`src/rtl/imem_arbiter.sv`:
```
// imem_arbiter: shares one single-port instruction memory between the fetch
// stage (read) and the program loader (write). Runs a registered req/ready
// handshake with the memory and range-checks addresses against the text segment.
module imem_arbiter #(
   parameter logic [31:0] BASE_ADDR = 32'h0000_3000,
   parameter int unsigned IM_WORDS  = 4096,
   localparam int unsigned AW       = $clog2(IM_WORDS)
) (
   input  logic          clk,
   input  logic          reset,
   // fetch port
   input  logic          f_req,
   input  logic [31:0]   f_pc,
   output logic          f_valid,
   output logic [31:0]   f_instr,
   output logic          pc_fault,
   // loader port
   input  logic          l_req,
   input  logic [31:0]   l_addr,
   input  logic [31:0]   l_wdata,
   output logic          l_done,
   output logic          l_err,
   // memory port
   output logic          m_req,
   output logic          m_we,
   output logic [AW-1:0] m_addr,
   output logic [31:0]   m_wdata,
   input  logic [31:0]   m_rdata,
   input  logic          m_ready
);

   localparam logic [31:0] END_ADDR = BASE_ADDR + (IM_WORDS << 2);

   typedef enum logic [1:0] {StIdle, StRd, StWr} state_e;

   state_e  state_q;
   logic    last_grant_l_q;   // 1 = loader was granted last

   logic          f_elig, l_elig;
   logic          grant_f, grant_l;
   logic          f_legal, l_legal;
   logic [AW-1:0] f_idx, l_idx;

   // No wrap-around: anything below BASE_ADDR or at/after END_ADDR is rejected.
   function automatic logic addr_legal(input logic [31:0] a);
      return (a >= BASE_ADDR) && (a < END_ADDR) && (a[1:0] == 2'b00);
   endfunction

   function automatic logic [AW-1:0] word_idx(input logic [31:0] a);
      logic [31:0] off;
      off = (a - BASE_ADDR) >> 2;
      return AW'(off);
   endfunction

   // Eligibility, round-robin tie-break and address decode for both requesters.
   always_comb begin
      // A requester whose completion pulse is high is still holding a stale req.
      f_elig  = f_req & ~f_valid;
      l_elig  = l_req & ~l_done;
      grant_f = f_elig & (~l_elig | last_grant_l_q);
      grant_l = l_elig & (~f_elig | ~last_grant_l_q);
      f_legal = addr_legal(f_pc);
      l_legal = addr_legal(l_addr);
      f_idx   = word_idx(f_pc);
      l_idx   = word_idx(l_addr);
   end

   // Sequencer FSM with all outputs registered.
   always_ff @(posedge clk or negedge reset) begin
      if (!reset) begin
         state_q        <= StIdle;
         last_grant_l_q <= 1'b1;   // fetch wins the first tie
         m_req          <= 1'b0;
         m_we           <= 1'b0;
         m_addr         <= '0;
         m_wdata        <= '0;
         f_valid        <= 1'b0;
         f_instr        <= '0;
         pc_fault       <= 1'b0;
         l_done         <= 1'b0;
         l_err          <= 1'b0;
      end else begin
         f_valid  <= 1'b0;
         pc_fault <= 1'b0;
         l_done   <= 1'b0;
         l_err    <= 1'b0;
         unique case (state_q)
            StIdle: begin
               if (grant_f) begin
                  last_grant_l_q <= 1'b0;
                  if (f_legal) begin
                     state_q <= StRd;
                     m_req   <= 1'b1;
                     m_we    <= 1'b0;
                     m_addr  <= f_idx;
                  end else begin
                     f_valid  <= 1'b1;
                     pc_fault <= 1'b1;
                     f_instr  <= '0;
                  end
               end else if (grant_l) begin
                  last_grant_l_q <= 1'b1;
                  if (l_legal) begin
                     state_q <= StWr;
                     m_req   <= 1'b1;
                     m_we    <= 1'b1;
                     m_addr  <= l_idx;
                     m_wdata <= l_wdata;
                  end else begin
                     l_done <= 1'b1;
                     l_err  <= 1'b1;
                  end
               end
            end
            StRd: begin
               if (m_ready) begin
                  state_q <= StIdle;
                  m_req   <= 1'b0;
                  f_instr <= m_rdata;
                  f_valid <= 1'b1;
               end
            end
            StWr: begin
               if (m_ready) begin
                  state_q <= StIdle;
                  m_req   <= 1'b0;
                  m_we    <= 1'b0;
                  l_done  <= 1'b1;
               end
            end
            default: begin
               state_q <= StIdle;
               m_req   <= 1'b0;
               m_we    <= 1'b0;
            end
         endcase
      end
   end

endmodule
```
`config.mk`:
```
export PLATFORM = sky130hd
export DESIGN_NAME = imem_arbiter
export DESIGN_NICKNAME = d
export VERILOG_FILES = /design/src/rtl/imem_arbiter.sv
export SDC_FILE = /design/constraint.sdc
export NUM_CORES = 1
export LEC_CHECK = 0
export CELL_PAD_IN_SITES_DETAIL_PLACEMENT = 0
export CELL_PAD_IN_SITES_GLOBAL_PLACEMENT = 2
export CORE_ASPECT_RATIO = 1.1
export CORE_MARGIN = 8
export CORE_UTILIZATION = 24
export CTS_CLUSTER_SIZE = 40
export DETAILED_ROUTE_END_ITERATION = 12
export GPL_TIMING_DRIVEN = 0
export PLACE_DENSITY_LB_ADDON = 0.25
export REMOVE_ABC_BUFFERS = 1
export SLEW_MARGIN = 20
export SYNTH_ARGS = -nofsm -noshare
export SYNTH_HDL_FRONTEND = slang
export SYNTH_SLANG_ARGS = --single-unit
```
`constraint.sdc`:
```
create_clock -name clk -period 3.89 [get_ports clk]
set_clock_uncertainty 0.15 [all_clocks]
set_input_delay 0.389 -clock clk [delete_from_list [all_inputs] [get_ports clk]]
set_output_delay 0.389 -clock clk [all_outputs]
set_load 0.03 [all_outputs]
```
== Yosys cells after proc, flatten, opt, wreduce, memory -nomap -nowiden ==
Index checks and enable logic that the tools add are counted.
Operators by class
  eq/ne operators: 11
  reductions and logical operators: 17
  bitwise operators: 13
  magnitude comparators: 4
  muxes and demuxes: 35
  $add $sub $neg: 2
Operators with widths (count)
  two-way mux 32 bit: 3
  >= comparator 32 x 14 -> 1 bit (second input constant): 2
  less-than comparator 32 x 15 -> 1 bit (second input constant): 2
  case mux 32 bit (2 select lines): 1
  two-way mux 12 bit: 4
  subtractor 14 bit (second input constant): 2
  two-way mux 1 bit: 17
  AND reduction 4 bit: 4
  two-way mux 2 bit: 5
  != test 3 bit (second input constant): 3
  != test 2 bit (second input constant): 4
  inverter 1 bit: 7
  logical NOT 2 bit: 3
  case mux 1 bit (2 select lines): 3
  nonzero test 2 bit: 3
  AND reduction 5 bit: 1
  AND 1 bit: 4
  logical AND 1 bit: 4
  != test 2 x 1 -> 1 bit (second input constant): 2
  case mux 2 bit (2 select lines): 1
  case mux 1 bit (3 select lines): 1
  == test 2 x 1 -> 1 bit (second input constant): 1
  == test 2 bit (second input constant): 1
  OR 1 bit: 2
  2 further kinds: 2
Word-level totals
  logic and storage cells: 93
  register bits: 85
  output and inout port bits: 82

== Depth between registers and ports, before layout ==
  depth in word-level cells: 8
  gate-level depth with buffers: 11

== Least setup slack after synthesis ==
Ideal clock, no wire load.
  path kind: register to register
  from: reg state_q[0]
  to: reg m_wdata[10]
  data arrival time: 2.164 ns
  period minus slack after synthesis: 2.439 ns
  setup slack: 1.451 ns
  cell stages (with the launch flop): 10
  cells stage by stage: dfrtp_1 inv_1 ha_1 buf_6 inv_2 a211o_4 or4_1 buf_6 buf_12 mux2_4
Between the ends
  longest elaborated chain between the ends: 2
RTL lines
  from (decl): RTL line 36  | state_e state_q;
  from (signal assigned): RTL line 71  | state_q <= StIdle;
  from (signal assigned): RTL line 92  | state_q <= StRd;
  from (signal assigned): RTL line 104  | state_q <= StWr;
  logical NOT 2 bit: RTL line 87  | unique case (state_q)
  AND reduction 4 bit (no source line)
  to (signal assigned): RTL line 108  | m_wdata <= l_wdata;
  to (decl): RTL line 27  | output logic [31:0] m_wdata,
No other way between the ends.
A chain may end at the register's enable or synchronous reset.

== Worst setup path after layout ==
  from: reg state_q[0]
  to: reg m_addr[4]
Between the ends
  longest elaborated chain between the ends: 2
RTL lines
  logical NOT 2 bit: RTL line 87
  AND reduction 4 bit (no source line)
  to (signal assigned): RTL line 95  | m_addr <= f_idx;
  to (signal assigned): RTL line 107  | m_addr <= l_idx;
  to (decl): RTL line 26  | output logic [AW-1:0] m_addr,
No other way between the ends.

==> PnR_summary.wiki <==
{| class="wikitable"
! Metric !! Value
|-
| Area fraction of the dominant cell type after synthesis || 57.9%
|-
| Area share of fa/ha/maj cells after synthesis || 1.03%
|-
| Comb pwr share || 11.7%
|-
| Post-route insts no fill || about 700
|-
| Most used flip-flop cell after synthesis || dfrtp_1
|-
| Routed via count divided by cell count || ~4.3
|-
| Number of instances in the placed design || 682
|-
| DIE WIDTH || 133 um
|-
| Category of the most critical setup path || reg -> reg
|-
| Number of register bits inferred by synthesis || 85
|-
| Worst-path clk slew || 60 ps
|-
| Routed wire length per instance || approximately 17 um
|-
| Initial detailed-routing violation count || 64
|-
| FF-to-FF path depth || 7
|-
| Fraction of registers with async set/reset || 100%
|-
| Overall die height || 145 um
|-
| Mean Syn Cell Area || ~13 um^2
|-
| Number of antenna violations at the first check in global routing || 0
|-
| Via count of the first global-routing pass || 3386
|-
| Io pins || ~220
|-
| Area after DPL || 6020 um^2
|-
| Detailed-route wire length || 11600 um
|-
| H-tree Lvls || 3
|-
| Biggest area contributors in the synthesized netlist || dfrtp_1, mux2_2, a22o_1, nand2_1, mux2_4
|-
| Nets@finish || 634
|-
| Detailed-route via count || a little under 3000
|-
| Worst Slack Setup Final || ~740 ps
|-
| CTS tree || built
|-
| Headroom to the max-slew limit || 31.3%
|-
| Worst hold margin || 317 ps
|-
| Fin crit period || 3150 ps
|-
| Final worst path period share || 81.1%
|-
| PortBufs || 214
|-
| Simple-gate area share of the yosys netlist || 10.5%
|-
| Startpoint kind of the worst setup timing path || flip-flop
|-
| Clock tree root buffer cell || clkbuf_16
|-
| Max-cap violation count || 0
|-
| PostCTS Resize Cnt || 0
|-
| Biggest area consumer among synthesized cells || dfrtp_1
|-
| Proportion of layout cells with a drive suffix above 1 || 14.3%
|-
| Portion of netlist area occupied by mux cells || 14.0%
|-
| Starting utilization of the core area || between 20% and 30%
|-
| Biggest fanout along the worst timing path || 16
|-
| Most frequent cells in the layout || clkdlybuf4s50_1, dfrtp_1, nand2_1, a22o_1, mux2_2
|-
| Distinct cell type count after synthesis || 38
|-
| Final setup violation count || 0
|-
| Pin count of the biggest net entering global routing || between 40 and 50
|-
| Routability congestion estimate || about 0.63
|-
| Combined global-route utilization of all metal layers || 12.2%
|-
| Number of synthesized flops with an enable pin || 0
|-
| NetSw || 0.452 mW
|-
| Endpoint required time on the critical path || 3960 ps
|-
| Synth Area in XOR/XNOR || 0.966%
|-
| Maximum number of buffers from clock root to sink || 2
|-
| Post-route standard cell area excluding fillers || 6340 um^2
|-
| End point of the critical path || m_addr[4]$_DFFE_PN0P_
|-
| Leading cell type in the layout, fill and taps excluded || clkdlybuf4s50_1
|-
| RSZ-0062 raised after global routing || no
|-
| Startpoint of the most critical register-to-register path || state_q[0]$_DFFE_PN0P_
|-
| Pins over their slew limit || 0
|-
| Number of nets with antenna violations after routing || 0
|-
| Clk sink count || 85
|-
| Startpoint of the most critical setup path || state_q[0]$_DFFE_PN0P_
|-
| Floorplan core area || 14900 um^2
|-
| Fraction of the mapped netlist area in compound gates || 11.6%
|-
| Area of the mapped netlist || 3630 um^2
|-
| Growth of design area from synthesis to finish || 74.9%
|-
| Run status || completed
|-
| Slew at the pin closest to its max-slew limit || 1020 ps
|-
| Setup crit end kind || flip-flop
|-
| Cell Int Power || 1.61 mW
|-
| Critical-path cell with the highest stage delay || nor4_4
|-
| Clk Latency, worst-skew pair || around 330 ps
|-
| Crit Reg-Reg Endpoint || m_addr[4]$_DFFE_PN0P_
|-
| Main combinational cell family by area after synthesis || multiplexers
|-
| Sequential share of power || 43.5%
|-
| Post-synthesis instance total || 284
|-
| Cell chain of the critical path || inv_1 > ha_1 > inv_2 > a211o_4 > nor4_4 > a31oi_2 > mux2_2
|-
| Leakage power figure || 2.82 nW
|-
| Inserted Diodes || 0
|-
| Die footprint || slightly below 20000 um^2
|-
| Seq/Total Area, Yosys || around three fifths
|-
| Worst reg2reg setup slack || approximately 740 ps
|-
| Share of total power consumed by net switching || a little over a fifth
|-
| Row Count || 47
|-
| Number of hold violations in the final report || 0
|-
| Syn. warnings || 0
|-
| Worst path max stage delay || 810 ps
|-
| Congestion Overflow GR || 0
|-
| Global-route wire length before repair || 18700 um
|-
| Sum of net half-perimeters after detailed placement || 8890 um
|-
| CTS Buf Count || 9
|-
| Share of power burned in the clock network || 44.7%
|-
| Peak clock frequency supported by timing || between 0.3 and 0.4 GHz
|-
| First-pass iteration count of the detailed router || 4
|-
| Filler Cell Count || 1465
|-
| Power density over cell area || 324 nW/um^2
|-
| Hold Path Class || reg -> reg
|-
| Peak supply drop || around 0.14 mV
|-
| Total DRC errors in the routed layout || 0
|-
| Worst Setup Slack post-DPL || 629 ps
|-
| Critical path arrival || between 3000 and 4000 ps
|}
[cells by family (layout without fill, tap and decap cells)]
logic type / after synthesis / count (layout)
fa+ha+maj: 3 / 3
simple gates: 81 / 81
buf+inv: 19 / 238
xor+xnor: 4 / 4
mux: 41 / 41
flops: 85 / 85
compound gates: 51 / 51
[power by group through the flow]
stage,combinational [mW],clock [mW],sequential (mW)
finish,0.242,0.920,0.896
global route,0.263,0.999,0.896
floorplan,0.0534,0,0.922
detailed placement,0.246,0,0.913
CTS,0.248,0.953,0.896
global placement,0.240,0,0.913
[final cells by class]
cell class | instances | area, um^2 | area share [%]
Tap cell | 196 | 245 | 3.87
Multi-Input combinational cell | 180 | 1410 | 22.1
Clock inverter | 7 | 90.1 | 1.42
Sequential cell | 85 | 2130 | 33.5
Timing Repair Buffer | 218 | 2240 | 35.2
Clock buffer | 9 | 225 | 3.55
Inverter | 4 | 15.0 | 0.237
[how the worst min path moves through the flow]
stage,startpoint,endpoint,slack (ps),cells after the start
after floorplan,reset,f_instr[0]$_DFFE_PN0P_,-60,0
after detailed placement,reset,m_wdata[21]$_DFFE_PN0P_,190,1
after CTS,m_wdata[16]$_DFFE_PN0P_,m_wdata[16]$_DFFE_PN0P_,320,2
final,m_wdata[21]$_DFFE_PN0P_,m_wdata[21]$_DFFE_PN0P_,320,2
after global routing,m_wdata[20]$_DFFE_PN0P_,m_wdata[20]$_DFFE_PN0P_,350,2
after global placement,m_wdata[17]$_DFFE_PN0P_,m_wdata[17]$_DFFE_PN0P_,300,2
[registers in the layout, summed over array words and instances, names as in the netlist]
register	cells
f_instr	32
last_grant_l_q	1
l_done	1
m_req	1
f_valid	1
state_q	2
m_we	1
m_addr	12
pc_fault	1
m_wdata	32
l_err	1
[worst max-delay path: cells and delay by family, from the launching register on]
kind                     cells  cell delay, ps
AND/OR/NAND/NOR              1             810
AO/OA/AOI/OAI                2             640
adder cells (fa/ha/maj)      1             420
flip-flops                   1             410
multiplexers                 1             400
buffers and inverters        2             200
[per-layer routing]
metal	up-vias	wire (um)	global-route usage (%)	share of wire, %
met3	17	1160	5.56	10
met1	1407	4690	14.0	41
li1	1444	-	-	-
met5	-	0	0	0
met2	110	5480	19.2	47
met4	0	236	5.23	2.0
[through the flow]
step | TNS [ps] | power, mW | utilization (%)
final | 0 | 2.06 | 42.5
after floorplan | 0 | 0.976 | -
after global routing | 0 | 2.16 | 42.5
after CTS | 0 | 2.10 | 42.5
after detailed placement | 0 | 1.16 | 40.3
after global placement | -111470 | 1.15 | 39.6
[timing repair]
action	in CTS	in global routing
endpoints found under the hold margin	40	0
setup endpoints to repair	0	0
hold buffers	1	0
setup buffers	0	0
[Yosys cell counts (all sizes together), types with 2 or more instances]
cell    number
dfrtp       84
nand2       55
mux2        39
a22o        32
buf         10
nor4         9
o21ai        6
clkbuf       5
inv          4
nor2         4
nor2b        4
nor3         4
a31o         3
ha           3
nand3        3
xor2         3
mux2i        2
No activity file was read; power rests on OpenSTA's default activity.
